$ cat config.mk
export PLATFORM = sky130hd
export DESIGN_NAME = and_out_qualifier
export DESIGN_NICKNAME = d
export VERILOG_FILES = /design/src/rtl/and_out_qualifier_pkg.sv /design/src/rtl/sync2.sv /design/src/rtl/and_out_qualifier.sv
export SDC_FILE = /design/constraint.sdc
export NUM_CORES = 1
export LEC_CHECK = 0
export ABC_AREA = 1
export BUFFER_PORTS_ARGS = -buffer_cell sky130_fd_sc_hd__buf_4
export CORE_MARGIN = 8
export CORE_UTILIZATION = 35
export CTS_CLUSTER_DIAMETER = 120
export CTS_CLUSTER_SIZE = 14
export DETAILED_ROUTE_END_ITERATION = 10
export GPL_TIMING_DRIVEN = 0
export PLACE_DENSITY = 0.56
export SYNTH_ARGS = -nofsm -noshare
export SYNTH_HDL_FRONTEND = slang
export SYNTH_SLANG_ARGS = --single-unit
$ cat constraint.sdc
create_clock -name clock -period 2.04 [get_ports clock]
set_input_delay 0.204 -clock clock [delete_from_list [all_inputs] [get_ports clock]]
set_output_delay 0.204 -clock clock [all_outputs]
set_load 0.02 [all_outputs]
$ cat src/rtl/and_out_qualifier_pkg.sv
// and_out_qualifier_pkg: debounce FSM state encoding and default parameter values
// shared by the qualifier and its testbench.
package and_out_qualifier_pkg;

    typedef enum logic [1:0] {
        LOW       = 2'd0,
        RISE_PEND = 2'd1,
        HIGH      = 2'd2,
        FALL_PEND = 2'd3
    } state_t;

    localparam int DEF_STABLE_CYCLES = 4;
    localparam int DEF_CNT_W         = 8;

endpackage

$ cat src/rtl/sync2.sv
// sync2: two-flop synchronizer for a single asynchronous bit.
// Ports: clock, reset_n (async active-low), d (async input), q (synchronized output).
module sync2 (
    input  logic clock,
    input  logic reset_n,
    input  logic d,
    output logic q
);

    logic s1;

    always_ff @(posedge clock or negedge reset_n)
        if (!reset_n) begin
            s1 <= 1'b0;
            q  <= 1'b0;
        end else begin
            s1 <= d;
            q  <= s1;
        end

endmodule

$ cat src/rtl/and_out_qualifier.sv
// and_out_qualifier: synchronizes and debounces an AND-tree output, emits edge pulses,
// and counts accepted rises with a read-and-clear port.
// Ports: clock, reset_n (async active-low); sig_in (async level);
//        filt_out / rise_pulse / fall_pulse (debounced level and edge pulses);
//        rd_req -> rd_valid strobe with rd_data (rise count) and rd_ovf (saturation seen).
module and_out_qualifier
    import and_out_qualifier_pkg::*;
#(
    parameter int STABLE_CYCLES = DEF_STABLE_CYCLES,
    parameter int CNT_W         = DEF_CNT_W
) (
    input  logic             clock,
    input  logic             reset_n,
    input  logic             sig_in,
    output logic             filt_out,
    output logic             rise_pulse,
    output logic             fall_pulse,
    input  logic             rd_req,
    output logic             rd_valid,
    output logic [CNT_W-1:0] rd_data,
    output logic             rd_ovf
);

    localparam logic [7:0] LAST = 8'(STABLE_CYCLES - 1);

    logic             s2;
    state_t           state;
    logic [7:0]       dcnt;
    logic [CNT_W-1:0] count;
    logic             ovf;

    sync2 u_sync2 (
        .clock  (clock),
        .reset_n(reset_n),
        .d      (sig_in),
        .q      (s2)
    );

    // dcnt counts consecutive samples at the new level; the sample that enters a
    // pending state counts as the first one.
    always_ff @(posedge clock or negedge reset_n)
        if (!reset_n) begin
            state      <= LOW;
            dcnt       <= 8'd0;
            filt_out   <= 1'b0;
            rise_pulse <= 1'b0;
            fall_pulse <= 1'b0;
        end else begin
            rise_pulse <= 1'b0;
            fall_pulse <= 1'b0;
            case (state)
                LOW:
                    if (s2) begin
                        state <= RISE_PEND;
                        dcnt  <= 8'd1;
                    end
                RISE_PEND:
                    if (!s2) begin
                        state <= LOW;
                        dcnt  <= 8'd0;
                    end else if (dcnt == LAST) begin
                        state      <= HIGH;
                        dcnt       <= 8'd0;
                        filt_out   <= 1'b1;
                        rise_pulse <= 1'b1;
                    end else
                        dcnt <= dcnt + 8'd1;
                HIGH:
                    if (!s2) begin
                        state <= FALL_PEND;
                        dcnt  <= 8'd1;
                    end
                FALL_PEND:
                    if (s2) begin
                        state <= HIGH;
                        dcnt  <= 8'd0;
                    end else if (dcnt == LAST) begin
                        state      <= LOW;
                        dcnt       <= 8'd0;
                        filt_out   <= 1'b0;
                        fall_pulse <= 1'b1;
                    end else
                        dcnt <= dcnt + 8'd1;
                default: state <= LOW;
            endcase
        end

    // A read captures the pre-edge count and restarts it from the rise landing on
    // that same edge, so no event slips between capture and clear.
    always_ff @(posedge clock or negedge reset_n)
        if (!reset_n) begin
            count    <= '0;
            ovf      <= 1'b0;
            rd_valid <= 1'b0;
            rd_data  <= '0;
            rd_ovf   <= 1'b0;
        end else begin
            rd_valid <= rd_req;
            if (rd_req) begin
                rd_data <= count;
                rd_ovf  <= ovf;
                count   <= rise_pulse ? CNT_W'(1) : '0;
                ovf     <= 1'b0;
            end else if (rise_pulse) begin
                if (&count)
                    ovf <= 1'b1;
                else
                    count <= count + CNT_W'(1);
            end
        end

endmodule

==> results list <==
- Pwr Density: 803 nW/um^2
- The number of global-route vias before repair was 1270.
* Core area: 4630 um^2
* Max-cap viol count: 0
* Buffering stage count on the worst path with inverters included: 1
- Classification of the worst setup path: reg2reg
- Weighted congestion at the end of routability-driven global placement: 0.802
- The setup check on the worst reg-to-reg path leaves a slack of 650 ps.
- The number of nets in the synthesized netlist is 211.
- For this run the aggregate overflow at the end of global routing stands at 0.
- Summed over all cells, the static leakage comes to 0.976 nW.
- Class of the tightest hold or removal check: in2reg
- The number of max-slew violations in the final report came to 0.
- The first routing iteration left 65 violations.
* R2r worst-path depth: 9
- The longest clock path from root to sink contains 2 buffers.
- On the final layout, the worst clock skew is 3.19 ps.
- 17 I/O pins were placed.
* Worst slew pin tran: 420 ps
- Excluding fillers, the count of instances in the completed layout stands at 282.
- Tightest hold margin: 25.2 ps
- Counting flops and latches in the post-synthesis netlist gives 34.
- Clock transition at the registers of the reported paths: 70 ps
* X dimension of the die: 84.6 um
- Fmax: 721 MHz
- Most frequent cells after synthesis: sky130_fd_sc_hd__nand2_1 (75), sky130_fd_sc_hd__dfrtp_1 (34), sky130_fd_sc_hd__inv_1 (23)
* First-pass GRT wire length: 5770 um
* Total negative slack for setup checks: 0 ps
- By area the synthesized netlist is led by sky130_fd_sc_hd__dfrtp_1 (52%), sky130_fd_sc_hd__nand2_1 (17%), sky130_fd_sc_hd__inv_1 (5.2%), sky130_fd_sc_hd__nand3_1 (4.6%), sky130_fd_sc_hd__nor2_1 (3.6%).
* Worst-Skew Late Latency: 280 ps
- Synthesis-to-finish area growth: 17.0%
- Synthesis instantiated 23 different standard cells from the library.
- Summing all placed instances gives a cell area of 1840 um^2.
- Standard cell with the maximum stage delay on the critical path: sky130_fd_sc_hd__dfrtp_1
- The clock tree synthesis step divided the H-tree into 2 levels.
* Clock tree from TritonCTS: built
- Worst path cell trace: ha_1, nand2_2, nor2_4, nand2_2, nand2_2, nand2_4, clkinv_4, nand2_1, nand2_1
- The biggest area contributor in the post-synthesis netlist is sky130_fd_sc_hd__dfrtp_1.
- After layout, the design draws a total of 1.55 mW.
- Average cell area after synthesis: 8.04 um^2
- Pre-CTS setup slack: 651 ps
- Time the worst path needs with I/O delays and setup: 1390 ps
- Final routed wirelength across all metal layers: 3200 um
- Once routing completed, OpenROAD measured the worst setup slack at 653 ps.
- The worst pin sits at a relative slew slack of 72.0%.
- The synthesized design devotes to its leading area cell type 51.6% of total area.
- In the synthesized netlist, the number of instances is 205.
- Yosys printed 0 warnings.
- Along the worst path, the maximum fanout reaches 6.
- CP required: 2220 ps
- For this run, the post-layout net count is 235.
- Fraction of the yosys area taken by sequential cells: 51.6%
* Hold Crit Depth: 1
- CTS buffer count: 5
- The startpoint identified for the worst register-to-register timing path is count[0].
- Fraction of final layout cells with drive strength greater than 1: 15.4%
- Setup crit end kind: flip-flop
- STA classifies the critical path startpoint as a flip-flop.
* Final-report setup violation count: 0
* Routed via count: 1284
- Once the floorplan was initialized, standard cells occupied 35.6% of the core.
* Aggregate global-route resource usage: 10.1%
- Measured along the y axis, the die boundary spans 84.6 um.
- Non-Filler Cell Area, Final: 1930 um^2
- Placed cell count: 275
- Worst Hold End: u_sync2.s1
- Unrepaired setup endpoints after global routing: false
* Port bufs: 16
* Area of the die: 7160 um^2
* Number of hold-slack violations in the final timing report: 0
- Most frequent CP cell: sky130_fd_sc_hd__nand2_2
- At the worst endpoint, the arrival time is 1560 ps.
- The repair_antennas step left the layout with diodes totalling 0.
- Once detailed placement completed, the half-perimeter wirelength came to 2290 um.
- The initialized floorplan defines 25 standard-cell rows.
* DR DRC count: 0
* Root buf cell: sky130_fd_sc_hd__clkbuf_8
* Number of fill cells: 483
- Number of setup buffers added after CTS: 0
* Number of flops mapped to enable cells by yosys: 0
* Crit path launch: count[0]
- CP peak stage delay: 430 ps
- Biggest regs: count (8), dcnt (8), rd_data (8)
* Outcome: finished, final reports clean
- Crit-path leading delay family: simple AND/OR/NAND/NOR gates
* Post-DRT Antenna Nets: 0
- Main synth FF type: sky130_fd_sc_hd__dfrtp_1
* Period Utilization, post-route: 68.0%
- The worst hold path begins at sig_in.
- In this run the critical register-to-register path is captured at count[7].
- The cell area that synthesis handed to floorplanning was 1650 um^2.
- VDD sags by at most 0.415 mV.
* Clock Sinks: 34
- By instance count, the leading cell after synthesis is sky130_fd_sc_hd__nand2_1.
- Per-cell via count in the routed design: 4.55
- The first detailed-routing pass ran for 4 iterations.
- Dividing the detail-routed wire length by the instance count gives 11.3 um.
* Number of antenna violations at the first check in global routing: 0
- Entering global routing, the biggest net connects 35 pins.
- Cells fill 41.7% of the core in the end.
* Async set or reset register ratio after synthesis: 100%
[routing by layer]
layer  vias to the layer above  global-route usage [%]  share of wire (%)  routed length [um]
li1                        686                       -                  -                   -
met1                       574                    13.0                 54                1730
met2                        19                    14.9                 41                1310
met3                         5                    3.41                3.2                 101
met4                         0                    4.37                1.8                  58
met5                         -                       0                  0                   0
[cells in the final DEF, fill, tap and decap left out]
cell type,Yosys,routed
sky130_fd_sc_hd__o21ai_1,4,4
sky130_fd_sc_hd__nand3_1,15,15
sky130_fd_sc_hd__o22ai_1,1,1
sky130_fd_sc_hd__nand2_1,75,75
sky130_fd_sc_hd__dfrtp_1,34,34
sky130_fd_sc_hd__nor3_1,1,1
sky130_fd_sc_hd__nand2_4,1,1
sky130_fd_sc_hd__inv_1,23,23
sky130_fd_sc_hd__dlygate4sd3_1,0,1
sky130_fd_sc_hd__nand4_1,4,4
sky130_fd_sc_hd__xor2_1,3,3
sky130_fd_sc_hd__o211ai_1,1,1
sky130_fd_sc_hd__a21oi_1,1,1
sky130_fd_sc_hd__ha_1,2,2
sky130_fd_sc_hd__clkbuf_8,0,6
sky130_fd_sc_hd__buf_4,1,17
sky130_fd_sc_hd__nor2_1,16,16
sky130_fd_sc_hd__nor2_2,1,1
sky130_fd_sc_hd__nor2_4,4,4
sky130_fd_sc_hd__o21bai_1,2,2
sky130_fd_sc_hd__nand2_2,3,3
sky130_fd_sc_hd__o21ai_0,9,9
sky130_fd_sc_hd__buf_2,2,2
sky130_fd_sc_hd__clkinv_4,1,1
sky130_fd_sc_hd__nor3b_1,1,1
[area by class of cell]
cell class / instances / area [um^2] / share of cell area, %
inverter: 24 / 95.1 / 4.93
tap: 54 / 67.6 / 3.50
clock buffer: 6 / 82.6 / 4.28
timing repair buffer: 17 / 130 / 6.74
sequential: 34 / 851 / 44.1
buffer: 3 / 17.5 / 0.908
multi-input combinational: 144 / 686 / 35.5
[kinds of logic (layout without fill, tap and decap cells)]
family          count (synthesis)  in the layout  share of synthesized area [%]
xor+xnor                        3              3                           1.59
simple gates                  121            121                           32.5
compound gates                 18             18                           5.99
flops                          34             34                           51.6
buf+inv                        27             50                           6.83
fa+ha+maj                       2              2                           1.52
[worst reg2reg max path: stages (launching register included)]
cell and delay [ps]:
sky130_fd_sc_hd__dfrtp_1 430, sky130_fd_sc_hd__ha_1 240, sky130_fd_sc_hd__nand2_2 130, sky130_fd_sc_hd__nor2_4 60, sky130_fd_sc_hd__nand2_2 70, sky130_fd_sc_hd__nand2_2 60
sky130_fd_sc_hd__nand2_4 110, sky130_fd_sc_hd__clkinv_4 80, sky130_fd_sc_hd__nand2_1 60, sky130_fd_sc_hd__nand2_1 50
[where the power goes]
group / total, mW / switching [mW] / internal [mW]
combinational: 0.282 / 0.185 / 0.0969
sequential: 0.775 / 0.0437 / 0.731
clock: 0.493 / 0.233 / 0.260
total: 1.55 / 0.462 / 1.09
[worst max-delay path by stage]
stage          slack, ps  cells past startpoint       end
3_3_place_gp         660                      6  count[5]
2_1_floorplan        800                      9  count[5]
4_1_cts              640                      9  count[7]
3_5_place_dp         650                      9  count[7]
5_1_grt              500                      6  count[1]
6_report             650                      9  count[7]
[what timing repair did]
item / 4_1_cts / 5_1_grt
hold buffers: 1 / 0
endpoints found under the hold margin: 34 / 0
gates resized for setup: 0 / 0
Power figures use the tool's default switching activity.
